--- src/rtl/decode_exec_latch_pkg.sv ---
// Shared types for the decode->exec boundary: register/word types, ALU and
// write-source encodings, forwarding selects and the latched decode bundle.
package decode_exec_latch_pkg;

    typedef logic [31:0] word_t;
    typedef logic [4:0]  regbits_t;

    typedef enum logic [3:0] {
        ALU_SLL, ALU_SRL, ALU_ADD, ALU_SUB, ALU_AND,
        ALU_OR,  ALU_XOR, ALU_NOR, ALU_SLT, ALU_SLTU
    } aluop_t;

    typedef enum logic [1:0] {
        WSRC_ALU, WSRC_MEM, WSRC_NPC, WSRC_LUI
    } write_t;

    typedef enum logic [1:0] {
        FWD_NONE, FWD_MEM, FWD_WB
    } fwd_sel_t;

    typedef struct packed {
        word_t    alu_in1;
        word_t    alu_in2;
        aluop_t   alu_aluop;
        regbits_t rs_alu_in;
        regbits_t rt_alu_in;
        logic     in2_uses_rt;
        regbits_t wsel;
        write_t   wdat_source;
        logic     branch_instr;
        logic     branch_taken;
        word_t    branch_target;
        logic     halt;
        word_t    instr_npc;
        logic     dmem_ren;
        logic     dmem_wen;
        word_t    dmemstore;
    } dec_t;

    // All-zero bundle: no register write, no memory access, no branch, no halt.
    localparam dec_t BUBBLE = '0;

endpackage

--- src/rtl/decode_exec_latch_if.sv ---
// Decode->exec boundary bundle: decode fields and forwarding sources in,
// registered exec fields, forwarded operands and load-use stall out.
interface decode_exec_latch_if;
    import decode_exec_latch_pkg::*;

    logic     en;
    logic     flush;
    dec_t     dec;
    regbits_t mem_wsel;
    logic     mem_wen;
    word_t    mem_wdat;
    logic     mem_is_load;
    regbits_t wb_wsel;
    logic     wb_wen;
    word_t    wb_wdat;

    dec_t     ex;
    word_t    safe_alu_in1;
    word_t    safe_alu_in2;
    word_t    safe_dmemstore;
    fwd_sel_t in1_sel;
    fwd_sel_t in2_sel;
    fwd_sel_t store_sel;
    logic     hazard_stall;

    modport master (
        output en, flush, dec, mem_wsel, mem_wen, mem_wdat, mem_is_load,
               wb_wsel, wb_wen, wb_wdat,
        input  ex, safe_alu_in1, safe_alu_in2, safe_dmemstore,
               in1_sel, in2_sel, store_sel, hazard_stall
    );

    modport slave (
        input  en, flush, dec, mem_wsel, mem_wen, mem_wdat, mem_is_load,
               wb_wsel, wb_wen, wb_wdat,
        output ex, safe_alu_in1, safe_alu_in2, safe_dmemstore,
               in1_sel, in2_sel, store_sel, hazard_stall
    );

endinterface

--- src/rtl/decode_exec_latch_fwd_mux.sv ---
// Per-operand MEM/WB bypass select; MEM beats WB, r0 and in-flight loads never forward.
// Latency: combinational (0 cycles).
// Backpressure: none; purely a function of its inputs.
module decode_exec_latch_fwd_mux
    import decode_exec_latch_pkg::*;
#(
    parameter bit FWD_EN = 1'b1
) (
    input  regbits_t r,
    input  logic     mem_wen,
    input  regbits_t mem_wsel,
    input  logic     mem_is_load,
    input  word_t    mem_wdat,
    input  logic     wb_wen,
    input  regbits_t wb_wsel,
    input  word_t    wb_wdat,
    input  word_t    latched,
    output word_t    data,
    output fwd_sel_t sel
);

    always_comb begin
        sel = FWD_NONE;
        if (FWD_EN && (r != '0)) begin
            // A load in MEM has no data yet; fall through to WB or the latched value.
            if (mem_wen && (mem_wsel == r) && !mem_is_load) begin
                sel = FWD_MEM;
            end else if (wb_wen && (wb_wsel == r)) begin
                sel = FWD_WB;
            end
        end
        case (sel)
            FWD_MEM: data = mem_wdat;
            FWD_WB:  data = wb_wdat;
            default: data = latched;
        endcase
    end

endmodule

--- src/rtl/decode_exec_latch.sv ---
// Decode->exec pipeline register with flush/load-use bubbles, sticky halt and MEM/WB forwarding.
// Latency: 1 cycle decode->exec fields; forwarded operands combinational on latched regs.
// Backpressure: en=0 holds; load-use raises hazard_stall and injects a bubble so decode holds.
module decode_exec_latch
    import decode_exec_latch_pkg::*;
#(
    parameter bit FWD_EN = 1'b1
) (
    input logic                CLK,
    input logic                nRST,
    decode_exec_latch_if.slave bus
);

    dec_t ex_r;
    logic halted;
    logic stop;
    regbits_t in2_reg;

    // A halt sitting in exec freezes the latch on the same advance that retires it.
    assign stop = halted || (bus.en && ex_r.halt);

    always_ff @(posedge CLK or negedge nRST) begin
        if (!nRST) begin
            ex_r   <= BUBBLE;
            halted <= 1'b0;
        end else begin
            if (bus.en && ex_r.halt) begin
                halted <= 1'b1;
            end
            if (bus.flush || stop) begin
                ex_r <= BUBBLE;
            end else if (bus.en) begin
                ex_r <= bus.hazard_stall ? BUBBLE : bus.dec;
            end
        end
    end

    always_comb begin
        bus.ex      = ex_r;
        bus.ex.halt = ex_r.halt || halted;
    end

    assign bus.hazard_stall = ex_r.dmem_ren && (ex_r.wsel != '0) &&
        ((ex_r.wsel == bus.dec.rs_alu_in) ||
         ((ex_r.wsel == bus.dec.rt_alu_in) && (bus.dec.in2_uses_rt || bus.dec.dmem_wen)));

    // Immediate operands carry no source register, so present r0 to block forwarding.
    assign in2_reg = ex_r.in2_uses_rt ? ex_r.rt_alu_in : '0;

    decode_exec_latch_fwd_mux #(.FWD_EN(FWD_EN)) u_fwd_in1 (
        .r(ex_r.rs_alu_in), .mem_wen(bus.mem_wen), .mem_wsel(bus.mem_wsel),
        .mem_is_load(bus.mem_is_load), .mem_wdat(bus.mem_wdat), .wb_wen(bus.wb_wen),
        .wb_wsel(bus.wb_wsel), .wb_wdat(bus.wb_wdat), .latched(ex_r.alu_in1),
        .data(bus.safe_alu_in1), .sel(bus.in1_sel)
    );

    decode_exec_latch_fwd_mux #(.FWD_EN(FWD_EN)) u_fwd_in2 (
        .r(in2_reg), .mem_wen(bus.mem_wen), .mem_wsel(bus.mem_wsel),
        .mem_is_load(bus.mem_is_load), .mem_wdat(bus.mem_wdat), .wb_wen(bus.wb_wen),
        .wb_wsel(bus.wb_wsel), .wb_wdat(bus.wb_wdat), .latched(ex_r.alu_in2),
        .data(bus.safe_alu_in2), .sel(bus.in2_sel)
    );

    decode_exec_latch_fwd_mux #(.FWD_EN(FWD_EN)) u_fwd_store (
        .r(ex_r.rt_alu_in), .mem_wen(bus.mem_wen), .mem_wsel(bus.mem_wsel),
        .mem_is_load(bus.mem_is_load), .mem_wdat(bus.mem_wdat), .wb_wen(bus.wb_wen),
        .wb_wsel(bus.wb_wsel), .wb_wdat(bus.wb_wdat), .latched(ex_r.dmemstore),
        .data(bus.safe_dmemstore), .sel(bus.store_sel)
    );

endmodule
--- src/flat_wrapper.sv ---
// flat-port wrapper written by rule: the top's interface ports become plain ports
module decode_exec_latch_flat import decode_exec_latch_pkg::*;
#(
    parameter bit FWD_EN = 1'b1
)
  (CLK, nRST, bus_en, bus_flush, bus_dec, bus_mem_wsel, bus_mem_wen, bus_mem_wdat, bus_mem_is_load, bus_wb_wsel, bus_wb_wen, bus_wb_wdat, bus_ex, bus_safe_alu_in1, bus_safe_alu_in2, bus_safe_dmemstore, bus_in1_sel, bus_in2_sel, bus_store_sel, bus_hazard_stall);
  decode_exec_latch_if bus_i ();
  input logic CLK;
  input logic nRST;
  input wire logic [$bits(bus_i.en)-1:0] bus_en;
  input wire logic [$bits(bus_i.flush)-1:0] bus_flush;
  input wire logic [$bits(bus_i.dec)-1:0] bus_dec;
  input wire logic [$bits(bus_i.mem_wsel)-1:0] bus_mem_wsel;
  input wire logic [$bits(bus_i.mem_wen)-1:0] bus_mem_wen;
  input wire logic [$bits(bus_i.mem_wdat)-1:0] bus_mem_wdat;
  input wire logic [$bits(bus_i.mem_is_load)-1:0] bus_mem_is_load;
  input wire logic [$bits(bus_i.wb_wsel)-1:0] bus_wb_wsel;
  input wire logic [$bits(bus_i.wb_wen)-1:0] bus_wb_wen;
  input wire logic [$bits(bus_i.wb_wdat)-1:0] bus_wb_wdat;
  output wire logic [$bits(bus_i.ex)-1:0] bus_ex;
  output wire logic [$bits(bus_i.safe_alu_in1)-1:0] bus_safe_alu_in1;
  output wire logic [$bits(bus_i.safe_alu_in2)-1:0] bus_safe_alu_in2;
  output wire logic [$bits(bus_i.safe_dmemstore)-1:0] bus_safe_dmemstore;
  output wire logic [$bits(bus_i.in1_sel)-1:0] bus_in1_sel;
  output wire logic [$bits(bus_i.in2_sel)-1:0] bus_in2_sel;
  output wire logic [$bits(bus_i.store_sel)-1:0] bus_store_sel;
  output wire logic [$bits(bus_i.hazard_stall)-1:0] bus_hazard_stall;
  assign bus_i.en = bus_en;
  assign bus_i.flush = bus_flush;
  assign bus_i.dec = bus_dec;
  assign bus_i.mem_wsel = bus_mem_wsel;
  assign bus_i.mem_wen = bus_mem_wen;
  assign bus_i.mem_wdat = bus_mem_wdat;
  assign bus_i.mem_is_load = bus_mem_is_load;
  assign bus_i.wb_wsel = bus_wb_wsel;
  assign bus_i.wb_wen = bus_wb_wen;
  assign bus_i.wb_wdat = bus_wb_wdat;
  assign bus_ex = bus_i.ex;
  assign bus_safe_alu_in1 = bus_i.safe_alu_in1;
  assign bus_safe_alu_in2 = bus_i.safe_alu_in2;
  assign bus_safe_dmemstore = bus_i.safe_dmemstore;
  assign bus_in1_sel = bus_i.in1_sel;
  assign bus_in2_sel = bus_i.in2_sel;
  assign bus_store_sel = bus_i.store_sel;
  assign bus_hazard_stall = bus_i.hazard_stall;
  decode_exec_latch #(.FWD_EN(FWD_EN)) u_core (.CLK(CLK), .nRST(nRST), .bus(bus_i));
endmodule
--- config.mk ---
export PLATFORM = sky130hd
export DESIGN_NAME = decode_exec_latch_flat
export DESIGN_NICKNAME = d
export VERILOG_FILES = /design/src/rtl/decode_exec_latch_pkg.sv /design/src/rtl/decode_exec_latch_if.sv /design/src/rtl/decode_exec_latch_fwd_mux.sv /design/src/rtl/decode_exec_latch.sv /design/src/flat_wrapper.sv
export SDC_FILE = /design/constraint.sdc
export NUM_CORES = 1
export LEC_CHECK = 0
export CORE_AREA = 2 2 218 220
export CTS_CLUSTER_SIZE = 40
export DETAILED_ROUTE_END_ITERATION = 6
export DIE_AREA = 0 0 220 222
export GPL_TIMING_DRIVEN = 1
export HOLD_SLACK_MARGIN = 0.05
export SETUP_SLACK_MARGIN = 0.3
export SLEW_MARGIN = 10
export SYNTH_ARGS = -nofsm -noshare
export SYNTH_HDL_FRONTEND = slang
export SYNTH_SLANG_ARGS = --single-unit
--- constraint.sdc ---
create_clock -name CLK -period 5.2 [get_ports CLK]
set_input_delay 1.04 -clock CLK [delete_from_list [all_inputs] [get_ports CLK]]
set_output_delay 1.04 -clock CLK [all_outputs]
set_load 0.02 [all_outputs]
==> impl_metrics.csv, run 1 <==
group,metric,value,unit
outcome,status,"complete, no violations",
power_and_ir_drop,pwr_density_cell,287.8,mW/mm2
drt,viasPerCell,5.442,
sta,final_max_slew_viol_count,0,
logic_synthesis,synth_commonest_cells,"288 x nand2_1, 189 x buf_4, 188 x dfrtp_1, 187 x a32oi_1, 167 x o21ai_0",
floorplanning,dieHeight,222,um
logic_synthesis,yosys_warnings,0,
place,dp_hpwl,40.76,mm
logic_synthesis,syn-num-nets,1724,
logic_synthesis,syn-instance-count,1450,
sta,setup_violations,0,
global_route,grt_pass1_wl,84.15,mm
setup_path,path_cells,"clkdlybuf4s50_1, buf_4, o221a_2, and4_1, nor4_2, buf_4, ha_2, buf_12, buf_12, o21ai_0, dlygate4sd2_1",
global_route,use_met3,6.831,%
floorplanning,fp.dieW,220,um
clock_network,worst_skew_pair.late_latency,500,ps
sta,hold_viol,0,
clock_network,root_buffer,"clkbuf_16",
clock_network,cts_hold_buffers,0,
setup_path,reg2reg_depth,5,
clock_network,htreeDepth,4,
setup_path,max_stage_delay,420,ps
setup_path,cp.arrival,3850,ps
global_route,grt_use_met2,35.98,%
logic_synthesis,synth_edf_count,0,
setup_path,cpMaxStageDelayCell,"clkdlybuf4s50_1",
clock_network,cts_tree,"built",
global_route,grt_util_all_layers,23.14,%
sta,tightestPinTransition,1138,ps
drt,dr.pass1.iters,6,
floorplanning,coreArea,0.04626,mm2
layout,filler_cell_count,4736,
hold_path,hold_path_depth,2,
floorplanning,rows,79,
drt,drtAntennaViolNets,0,
layout,drive_gt1_share,8.948,%
global_route,grt_max_degree,203,
setup_path,critical_path_class,"in2out",
clock_network,cts_buffers,17,
logic_synthesis,synth-main-ff-cell,"dfrtp_1",
drt,first_iter_violations,1392,
hold_path,hp-start,"u_core.bus.ex[99]",
clock_network,clk_pin_slew,70,ps
floorplanning,start_util,26.41,%
power_and_ir_drop,power.total,5.116,mW
sta,fin_crit,4890,ps
logic_synthesis,ys_async_sr_fraction,100.0,%
setup_path,cp-start-kind,"input port",
logic_synthesis,ys_types,40,
floorplanning,io_pins,558,
setup_path,critPathMaxFanout,26,
hold_path,min_to,"u_core.bus.ex[99]",
drt,num_vias,13000,
place,port_buffers,557,
global_route,antenna_found_initial,10,
layout,instances_no_fill,2389,
logic_synthesis,syn_area,0.01222,mm2
logic_synthesis,synth_most_common_cell,"nand2_1",
sta,rsz0062_at_grt,"yes",
run,cap_violations,0,
drt,wl,58.40,mm
global_route,grt_pass1_vias,12340,
layout,area_growth,45.49,%
setup_path,r2r-start,"u_core.bus.ex[106]",
logic_synthesis,avgSynthCellArea,8.427,um2
power_and_ir_drop,vdd_ir_drop_max,0.1956,mV
setup_path,crit_required,4160,ps
sta,clock.fmax,0.2045,GHz
logic_synthesis,ys_seq_elements,188,
drt,drc,0,
place,place_inst,2349,
hold_path,hold_class,"reg2reg",
sta,skew,9.808,ps
global_route,grt_util_met1,29.56,%
logic_synthesis,ys_seq_area_share,38.50,%
layout,finalNetCount,2038,
power_and_ir_drop,power.leakage,6.599,nW
global_route,grt-busiest-layer,"met2",
logic_synthesis,synth_top_area_share,38.50,%
setup_path,r2r-end,"u_core.bus.ex[52]",
logic_synthesis,synth.area.top_cells,"dfrtp_1 39%, a32oi_1 13%, buf_4 12%, nand2_1 8.8%, o21ai_0 6.8%",
sta,tns,0,ps
global_route,grt_overflow,0,
setup_path,r2r_slack,2580,ps
sta,period_share,94.04,%
setup_path,cp-end-kind,"primary output",
drt,avgRoutedWirePerCell,24.45,um
clock_network,cts_sinks,188,
place,gp_congestion,0.9624,
logic_synthesis,synth.largest_area_cell,"dfrtp_1",
clock_network,clock_path_buffers,2,
sta,slew_headroom,24.15,%
floorplanning,dieArea,0.04884,mm2
-- kinds of logic after synthesis --
family	after synthesis	synth area share [%]
AO/OA/AOI/OAI	578	31.72
buffers and inverters	331	16.72
AND/OR/NAND/NOR	322	10.65
flip-flops	188	38.50
XOR/XNOR	25	1.792
adder cells (fa/ha/maj)	6	0.6144
-- worst max-delay path by stage --
stage / from / to / slack, ps / cells after the start
3_3_place_gp: bus_mem_wsel[2] / bus_safe_alu_in2[30] / -330 / 10
4_1_cts: bus_mem_wsel[0] / bus_safe_alu_in2[7] / 300 / 11
2_1_floorplan: bus_mem_wsel[2] / bus_safe_alu_in2[10] / 490 / 8
5_1_grt: bus_mem_wsel[4] / bus_safe_alu_in1[0] / 230 / 11
6_report: bus_mem_wsel[4] / bus_safe_alu_in1[2] / 310 / 11
3_5_place_dp: bus_mem_wsel[2] / bus_safe_alu_in2[30] / -350 / 12
-- per-layer routing --
metal  vias to the layer above  part of all wire [%]
met5                         -                 0.046
met4                         4                   3.8
met3                       110                   9.5
met2                       725                    46
met1                      6354                    40
li1                       5809                     -
-- final cells by class --
type | count | area (um2) | area share (%)
well taps | 607 | 759.5 | 4.272
multi-input cells | 931 | 5587 | 31.42
repair buffers | 623 | 6090 | 34.25
clock inverters | 14 | 185.2 | 1.042
flip-flops and latches | 188 | 4705 | 26.46
inverters | 3 | 11.26 | 0.06334
clock buffers | 18 | 429.2 | 2.414
diodes | 5 | 12.51 | 0.07038
-- repair_timing --
| item | 4_1_cts | 5_1_grt |
|---|---|---|
| pin swaps | 2 | 1 |
| setup endpoints to repair | 95 | 86 |
| resized for setup | 112 | 123 |
| buffers inserted | 1 | 2 |
-- layout by cell type (no fill, tap or decap), drive strengths merged, types with 23 or more instances in the layout --
cell type        n
a22oi           96
a32oi          187
buf             72
clkbuf          52
clkdlybuf4s50  458
dfrtp          188
dlygate4sd2     39
nand2          288
o21ai          286
xnor2           23
-- state kept, by name (all words and copies together), names as in the netlist --
name	cells
u_core.bus.ex	186
u_core.halted	1
u_core.ex_r	1
-- metrics by stage --
stage	instance area, um2	utilization [%]	hold WS (ps)	setup WS [ps]
2_1_floorplan	12220	-	461.9	493.3
3_3_place_gp	17260	37.30	476.5	-328.8
3_5_place_dp	17260	37.30	486.0	-350.8
4_1_cts	17820	38.52	504.2	301.1
5_1_grt	17780	38.43	526.7	226.6
6_report	17780	38.43	501.8	309.8
-- worst max-delay path, delay by kind of cell --
kind                       cells  cell delay [ps]
AOI/OAI and AO/OA              2              430
adders and majority gates      1              280
buffers and inverters          6             1450
and+or+nand+nor                2              600
-- report_power, final --
part	internal, mW	switching (mW)
registers	1.64	0.200
logic	0.785	1.03
clock network	0.769	0.689
total	3.19	1.92
(Power assumes the default switching activity.)
==> inputs of run 2 (changes only) <==
- HOLD_SLACK_MARGIN: 0.05 -> 0.06
==> results of run 2 <==
Same layout as run 1: the final DEF is identical, and so are final timing and power.
==> inputs of run 3 (changes only) <==
- REMOVE_ABC_BUFFERS: default -> 1
==> run 3 against run 2 <==
Clock power is 3% lower. Sequential cell count unchanged. Sequential power about the same. Worst setup slack improved by 2.5 ps. Clock-buffer cell count grew 1. Wire length fell by 11%. Hold slack improved by 2.7 ps. Critical path depth shrank 1. Register-to-register slack got worse by 630 ps. Global-route usage fell by 2.8 points. Non-clock buffer count shrank 16. Maximum frequency hardly changed. Critical path type unchanged.
==> impl_metrics.csv, run 3 (synthesized netlist as in run 1, its figures left out) <==
group,metric,value,unit
power_and_ir_drop,pwr_density_cell,284.6,mW/mm2
sta,period_share,93.99,%
sta,clock.fmax,0.2046,GHz
power_and_ir_drop,power.leakage,6.645,nW
place,gp_congestion,0.9098,
clock_network,cts_sinks,188,
hold_path,hold_class,"reg2reg",
global_route,antenna_found_initial,2,
outcome,status,"complete, no violations",
setup_path,crit_required,4160,ps
sta,tightestPinTransition,1112,ps
layout,drive_gt1_share,7.836,%
sta,skew,11.30,ps
setup_path,max_stage_delay,480,ps
setup_path,cp-end-kind,"primary output",
setup_path,critPathMaxFanout,23,
global_route,grt_pass1_vias,12030,
setup_path,cp.arrival,3850,ps
global_route,grt_overflow,0,
layout,layout_commonest_cell,"clkdlybuf4s50_1",
global_route,grt_util_all_layers,20.38,%
clock_network,htreeDepth,4,
floorplanning,dieArea,0.04884,mm2
layout,filler_cell_count,4727,
drt,drtAntennaViolNets,0,
clock_network,cts_buffers,17,
floorplanning,io_pins,558,
drt,avgRoutedWirePerCell,21.84,um
sta,setup_violations,0,
global_route,grt_max_degree,193,
power_and_ir_drop,power.total,5.017,mW
sta,final_max_slew_viol_count,0,
layout,post-route-util,38.10,%
setup_path,critPathTopFamily,"buffers and inverters",
layout,layout_common_cells,"459 x clkdlybuf4s50_1, 288 x nand2_1, 188 x dfrtp_1, 187 x a32oi_1, 162 x o21ai_0",
clock_network,root_buffer,"clkbuf_16",
clock_network,clock_path_buffers,2,
power_and_ir_drop,vdd_ir_drop_max,0.2708,mV
clock_network,cts_hold_buffers,0,
drt,drc,0,
drt,num_vias,12620,
layout,finalNetCount,2022,
clock_network,cts_tree,"built",
clock_network,worst_skew_pair.late_latency,490,ps
floorplanning,dieHeight,222,um
setup_path,cpMaxStageDelayCell,"clkdlybuf4s50_1",
global_route,grt_pass1_wl,76.05,mm
setup_path,critical_path_class,"in2out",
setup_path,crit_buf_inv,4,
drt,first_iter_violations,1224,
floorplanning,fp.dieW,220,um
drt,wl,51.76,mm
floorplanning,rows,79,
sta,slew_headroom,25.87,%
setup_path,path_cells,"clkdlybuf4s50_1, nor2b_1, a2111oi_2, buf_4, nand4_1, or3b_4, ha_4, bufbuf_16, o21ai_0, dlygate4sd1_1",
place,port_buffers,557,
clock_network,clk_pin_slew,80,ps
run,cap_violations,0,
sta,rsz0062_at_grt,"yes",
place,dp_hpwl,35.30,mm
layout,largest_reg_flops,186,
sta,fin_crit,4888,ps
layout,area_growth,44.25,%
setup_path,r2r_slack,1950,ps
drt,viasPerCell,5.324,
drt,dr.pass1.iters,5,
floorplanning,coreArea,0.04626,mm2
floorplanning,start_util,26.41,%
setup_path,cp-start-kind,"input port",
sta,hold_viol,0,
run 3: worst paths after layout:
path,end,start,cells after the start
setup reg to reg,u_core.bus.ex[139],u_core.bus.ex[103],5
min in group asynchronous,u_core.bus.ex[97],nRST,1
setup / recovery,bus_safe_alu_in2[4],bus_mem_wsel[3],10
hold reg to reg,u_core.bus.ex[93],u_core.bus.ex[93],2
hold / removal,u_core.bus.ex[93],u_core.bus.ex[93],2
max in group asynchronous,u_core.bus.ex[145],nRST,2
run 3: power by group:
| group | leakage (nW) | switching [mW] | total, mW | internal, mW |
|---|---|---|---|---|
| registers | 2.57 | 0.188 | 1.83 | 1.64 |
| clock network | 0.295 | 0.678 | 1.42 | 0.747 |
| logic | 3.78 | 0.985 | 1.76 | 0.779 |
| total | 6.64 | 1.85 | 5.02 | 3.17 |
run 3: metal layers:
metal / up-vias / global-route usage [%] / share of wire, %
li1: 5760 / - / -
met1: 6120 / 25.17 / 40
met2: 672 / 32.90 / 48
met3: 65 / 6.324 / 9.3
met4: 0 / 8.075 / 2.9
met5: - / 0 / 0
run 3: per-stage QoR:
| stage | hold WS, ps | setup slack [ps] | instance area, um2 | TNS (ps) | std cells |
|---|---|---|---|---|---|
| 2_1_floorplan | 483.1 | -11770 | 10190 | -2195230 | 1122 |
| 6_report | 504.5 | 312.3 | 17630 | 0 | 2370 |
| 4_1_cts | 505.1 | 69.50 | 17670 | 0 | 2364 |
| 5_1_grt | 528.3 | 215.2 | 17630 | 0 | 2370 |
| 3_5_place_dp | 485.6 | -230.4 | 17100 | -2109 | 2331 |
| 3_3_place_gp | 478.0 | -172.8 | 17100 | -923.3 | 2331 |
run 3: worst register-to-register path, cell delays in order (launching register included):
cell and delay (ps):
dfrtp_1 460, or4_1 590, o21ai_4 710, buf_4 880, a32oi_1 380, o21ai_0 130
run 3: layout make-up:
type | instances | area [um2] | area share [%]
inverter | 3 | 11.26 | 0.06389
multi-input combinational | 931 | 5558 | 31.53
clock buffer | 19 | 452.9 | 2.570
sequential | 188 | 4705 | 26.69
clock inverter | 13 | 155.1 | 0.8802
timing repair buffer | 607 | 5979 | 33.92
tap | 607 | 759.5 | 4.309
antenna | 2 | 5.005 | 0.02839
run 3: repair_timing:
action	CTS	global route
buffers inserted	0	2
pin swaps	0	6
gates resized for setup	164	83
endpoints found under the setup margin	96	64
cloned	1	2
